## config.mk

```make
export PLATFORM = sky130hd
export DESIGN_NAME = hilo_multu_unit
export DESIGN_NICKNAME = d
export VERILOG_FILES = /design/src/rtl/hilo_multu_unit.sv
export SDC_FILE = /design/constraint.sdc
export NUM_CORES = 1
export LEC_CHECK = 0
export CAP_MARGIN = 20
export CORE_MARGIN = 2
export CORE_UTILIZATION = 40
export CTS_BUF_LIST = sky130_fd_sc_hd__clkbuf_16
export DETAILED_ROUTE_END_ITERATION = 7
export DONT_BUFFER_PORTS = 1
export SETUP_SLACK_MARGIN = 0.02
export SYNTH_ARGS = -nofsm -noshare
export SYNTH_HDL_FRONTEND = slang
export SYNTH_SLANG_ARGS = --single-unit
export TNS_END_PERCENT = 20
```

## constraint.sdc

```tcl
create_clock -name clk -period 2.7 [get_ports clk]
set_input_delay 0.405 -clock clk [delete_from_list [all_inputs] [get_ports clk]]
set_output_delay 0.405 -clock clk [all_outputs]
set_load 0.02 [all_outputs]
```

## src/rtl/hilo_multu_unit.sv

```systemverilog
// rtl/hilo_multu_unit.sv - iterative shift-add MULTU unit owning the HI/LO register pair
module hilo_multu_unit #(
    parameter int WIDTH = 32
) (
    input  logic             clk,
    input  logic             rst_n,
    input  logic             WE_R64,
    input  logic [2:0]       ALU_Ctrl,
    input  logic [WIDTH-1:0] SrcA,
    input  logic [WIDTH-1:0] SrcB,
    output logic [WIDTH-1:0] HI,
    output logic [WIDTH-1:0] LO,
    output logic             Busy,
    output logic             Done
);

    localparam int CW = (WIDTH > 1) ? $clog2(WIDTH) : 1;
    localparam logic [CW-1:0] LAST_CNT = CW'(WIDTH - 1);
    localparam logic [2:0] ALU_MULTU = 3'b011;

    typedef enum logic [1:0] {
        IDLE,
        RUN,
        COMMIT
    } state_t;

    state_t state;
    state_t state_next;

    logic [2*WIDTH-1:0] acc;
    logic [2*WIDTH-1:0] mcand;
    logic [WIDTH-1:0]   mplier;
    logic [CW-1:0]      cnt;
    logic               start;

    // The stalled instruction keeps WE_R64 high through RUN; the IDLE term stops retriggering.
    assign start = WE_R64 && (ALU_Ctrl == ALU_MULTU) && (state == IDLE);

    always_comb begin
        state_next = state;
        case (state)
            IDLE:    if (start) state_next = RUN;
            RUN:     if (cnt == LAST_CNT) state_next = COMMIT;
            COMMIT:  state_next = IDLE;
            default: state_next = IDLE;
        endcase
    end

    always_ff @(posedge clk or negedge rst_n) begin
        if (!rst_n) begin
            state <= IDLE;
        end else begin
            state <= state_next;
        end
    end

    always_ff @(posedge clk or negedge rst_n) begin
        if (!rst_n) begin
            acc    <= '0;
            mcand  <= '0;
            mplier <= '0;
            cnt    <= '0;
            HI     <= '0;
            LO     <= '0;
            Busy   <= 1'b0;
            Done   <= 1'b0;
        end else begin
            Done <= 1'b0;
            case (state)
                IDLE: begin
                    if (start) begin
                        mcand  <= {{WIDTH{1'b0}}, SrcA};
                        mplier <= SrcB;
                        acc    <= '0;
                        cnt    <= '0;
                        Busy   <= 1'b1;
                    end
                end
                RUN: begin
                    if (mplier[0]) begin
                        acc <= acc + mcand;
                    end
                    mcand  <= mcand << 1;
                    mplier <= mplier >> 1;
                    cnt    <= cnt + 1'b1;
                end
                COMMIT: begin
                    // Done rises with the new HI/LO and Busy drops in the same edge.
                    HI   <= acc[2*WIDTH-1:WIDTH];
                    LO   <= acc[WIDTH-1:0];
                    Done <= 1'b1;
                    Busy <= 1'b0;
                end
                default: ;
            endcase
        end
    end

endmodule

```

Word level (Yosys, flattened, before mapping) --
Index checks and enable logic that the tools add are counted.
Word-level totals: bits in registers 233, bits in latches 0, RAM bits 0, memory bits (read-only) 0, input port bits 70, word-level logic and storage cells 42, memories kept 0
Operators by class: $add $sub $neg 2, multipliers 0, div/mod/pow operators 0, magnitude comparators 0, equality and inequality tests 7, shifts and indexed selects 0, muxes and demuxes 15, bitwise operators 0, reductions and logical operators 9
Operator list (number):
- one-hot mux 64 bit (2 select lines) | 2
- 2-to-1 mux 64 bit | 3
- adder 64 bit | 1
- one-hot mux 32 bit (2 select lines) | 1
- 2-to-1 mux 32 bit | 1
- one-hot mux 5 bit (2 select lines) | 1
- inequality test 2 bit, second input constant | 3
- AND reduction 2 bit | 3
- adder 5 x 1 -> 5 bit, second input constant | 1
- equality test 5 bit, second input constant | 1
- 2-to-1 mux 5 bit | 1
- 2-to-1 mux 2 bit | 2
- one-hot mux 2 bit (2 select lines) | 1
- nonzero test 2 bit | 2
- equality test 3 x 2 -> 1 bit, second input constant | 1
- AND reduction 3 bit | 1
- equality test 2 x 1 -> 1 bit, second input constant | 1
- equality test 2 bit, second input constant | 1
- logical AND 1 bit | 2
- logical NOT 2 bit | 1
- 2-to-1 mux 1 bit | 2
- one-hot mux 1 bit (2 select lines) | 1

Logic depth before layout (Yosys ltp) --
word-level depth 5, mapped depth 13

Worst setup path before layout --
No wires, ideal clock.
path type register -> register, from register acc[0], to register acc[58], data arrival time 2.701 ns, required time 2.569 ns, slack -0.133 ns, stages on the path, launching flop included 14, buffers on the path 0, period minus slack after synthesis 2.833 ns, path through dfrtp_1 > ha_1 > inv_1 > fa_1 > nor2b_1 > o211a_1 > o311ai_4 > nand3_2 > and3_1 > a311o_1 > a211o_1 > a21boi_2 > xor2_1 > o21ai_1
Between the ends: longest elaborated chain between the ends 3
RTL lines:
- from (decl) | line 30 | logic [2*WIDTH-1:0] acc;
- from (signal assigned) | line 81 | acc <= acc + mcand;
- adder 64 bit | line 81
- 2-to-1 mux 64 bit | line 80 | if (mplier[0]) begin
- one-hot mux 64 bit (2 select lines) | line 69 | case (state)
Every way passes these cells. The select of a mux whose other input is x is not followed. A chain may end at the register's enable or synchronous reset.

Worst setup path after layout --
from register acc[18], to register acc[60]
Same word-level chain as after synthesis.

==> metrics.txt <==
pwr/cell area 1455 nW/um^2; simple-gate share of the synthesized area 0.2298; placed insts 2,120; CP Data Required Time 3.11 ns; Max Slew Vio Count 0; Post-Syn Area per Cell 8.204 sq um; FFs w/ async S/R, synth 1.000; first-pass GRT wire length 59,430 um; Slew @ Worst Pin 0.7926 ns; final core utilization 0.5170; RSZ-0062 raised after global routing true; Synth Instances 1,570; crit end category register; top-count cell post-synth nand2_1; clk root buf clkbuf_16; cts hold-fix bufs 25; initial antenna violation count 1; Die Wd 183.4 um; highest clock rate 340.0 MHz; die area 33,650 sq um; status finished, violations left; drt drc 0; Hold Crit Class in -> async; CTS Buf Count 27; post-synthesis adder-cell area fraction 0.06470; Netlist cell types 62; share of cells above drive strength 1 0.1961; WL final 35,940 um; Core Region 31,640 sq um; clock sinks 233; H-Tree Depth 1; clk buf depth 3; most instantiated cells after synthesis nand2_1 (497), dfrtp_1 (233), o21ai_0 (105), nor2_1 (99), a21oi_1 (85); Synth top area share 0.4527; post-synthesis compound-gate area fraction 0.1790; largest cells by area after synthesis dfrtp_1 (45%), nand2_1 (14%), ha_1 (6.3%); Mapped Area 12,880 sq um; yosys warns 0; Leak 7.526 nW; CP arrival 3.35 ns; crit start category register; CP max FO 4; io pins 136; clk_skew 0.01314 ns; Detailed Route Iter0 Violations 641; FP Rows 65; crit path from acc[18]$_DFFE_PN0P_; DR pass1 iterations 5; Peak supply drop 716.8 uV; total number of vias 11,707; insertion delay to the later sink of the worst-skew pair 0.54 ns; Post-Route Setup TNS -1.918 ns; minimum clock period 2.942 ns; fin cells 2,198; failing checks negative hold slack, negative setup slack; register area share after synthesis 0.4527; gr ovfl total 0; global-route usage over all layers 0.2149; post-DR wirelength/cell 16.35 um; Synth area leader dfrtp_1; Synth Register Bits 233; final setup vio count 15; largest net degree at the start of global routing 234; Final Hold Fails 233; IO Port Bufs 0; vias in the first global route 11,859; CTS tree done; total of max-cap violations 0; XOR/XNOR Fraction of Synth Area 0.03944; Total Power 23.80 mW; final setup margin -0.2416 ns; fin nets 1,913; routability cong. 0.9038; mux cell area share after synthesis 0.0007772; clock slew at reported path FFs 0.06 ns; vias per cell 5.326; FF-to-FF Start acc[18]$_DFFE_PN0P_; fin crit share 1.089; pre-CTS WS -0.2939 ns; largest family of logic cells by synthesized area simple AND/OR/NAND/NOR gates; antenna-violating nets left 0; P&R area growth vs syn 26.99%; worst hold slack -0.4270 ns; max_slew headroom 0.4716; top_reg_cell synth dfrtp_1; Syn Nets 1,706; CP Class reg -> reg; post-DP HPWL 25,210 um; number of synthesized flops with an enable pin 0; Die Y 183.4 um; Initial Util 0.4071
-- power breakdown --
group / switching, mW / internal (mW) / total (mW)
Sequential: 0.961 / 4.74 / 5.71
Combinational: 7.60 / 7.13 / 14.7
Clock: 1.46 / 1.89 / 3.36
Total: 10.0 / 13.8 / 23.8
-- cell type report --
class | instances | area [sq um]
antenna | 1 | 2.502
multi-input combinational | 1224 | 7030
tap | 402 | 503.0
clock inverter | 20 | 120.1
fill | 3005 | 15280
sequential | 233 | 5831
timing repair buffer | 270 | 2115
inverter | 21 | 78.83
clock buffer | 27 | 675.6
-- logic make-up (layout without fill, tap and decap cells) --
| kind of cell | Yosys count | in the layout |
|---|---|---|
| AND/OR/NAND/NOR | 719 | 719 |
| AO/OA/AOI/OAI | 380 | 380 |
| flip-flops | 233 | 233 |
| buffers and inverters | 113 | 338 |
| adder cells (fa/ha/maj) | 66 | 66 |
| XOR/XNOR | 58 | 58 |
| multiplexers | 1 | 1 |
| other | 0 | 1 |
-- cell usage in the layout, fill, tap and decap left out, types with 11 or more instances in the layout --
master         instances
nand3_1               37
inv_1                 26
xor2_1                26
dfrtp_1              233
dlygate4sd3_1         25
a21oi_1               72
nand2_1              495
o21bai_1              15
xnor2_1               31
buf_4                243
nor3_1                11
a21oi_2               12
o21ai_1               30
nor2_1                94
ha_4                  12
clkbuf_16             27
a21o_1                23
o21ai_0               98
a31oi_1               69
ha_1                  50
nand4_1               18
-- final timing paths --
| path | cells past startpoint | endpoint | slack, ns |
|---|---|---|---|
| worst max-delay path | 12 | acc[60]$_DFFE_PN0P_ | -0.24 |
| worst min-delay path | 0 | mcand[13]$_DFFE_PN0P_ | -0.43 |
| worst max register to register | 12 | acc[60]$_DFFE_PN0P_ | -0.24 |
| worst min register to register | 2 | HI[23]$_DFFE_PN0P_ | 0.50 |
| max in group asynchronous | 0 | HI[22]$_DFFE_PN0P_ | 2.75 |
| min in group clk | 2 | mcand[13]$_DFFE_PN0P_ | 0.02 |
-- critical path: stages (launching register included) --
cell,delay (ns)
dfrtp_1,0.38
ha_1,0.35
and3_1,0.23
and2_1,0.19
a21oi_2,0.16
o21ai_0,0.11
a211o_1,0.27
a311o_1,0.35
buf_4,0.17
a21boi_2,0.21
o31a_1,0.16
xor2_1,0.15
o21ai_1,0.07
-- metal layers --
layer / part of all wire / vias up / GRT usage
met5: 0 / - / 0
li1: - / 5786 / -
met2: 0.46 / 247 / 0.3537
met1: 0.47 / 5624 / 0.2931
met3: 0.048 / 50 / 0.03368
met4: 0.025 / 0 / 0.06272
-- through the flow --
step / hold slack, ns / instance area (sq um)
2_1_floorplan: 0.1094 / 12880
5_1_grt: -0.4526 / 16360
6_report: -0.4270 / 16360
4_1_cts: -0.4583 / 16110
3_3_place_gp: 0.1176 / 14890
3_5_place_dp: 0.1200 / 14890
-- state kept, by name, indices dropped and copies added (netlist names) --
signal and count:
acc 64, mplier 32, Busy 1, HI 32, Done 1, cnt 5
state 2, mcand 64, LO 32
-- timing repair --
| action | 4_1_cts | 5_1_grt |
|---|---|---|
| pin swaps | 13 | 28 |
| setup buffers | 0 | 5 |
| resized for setup | 31 | 44 |
| endpoints found under the setup margin | 29 | 38 |
| endpoints found under the hold margin | 258 | 233 |
Power figures use the tool's default switching activity.
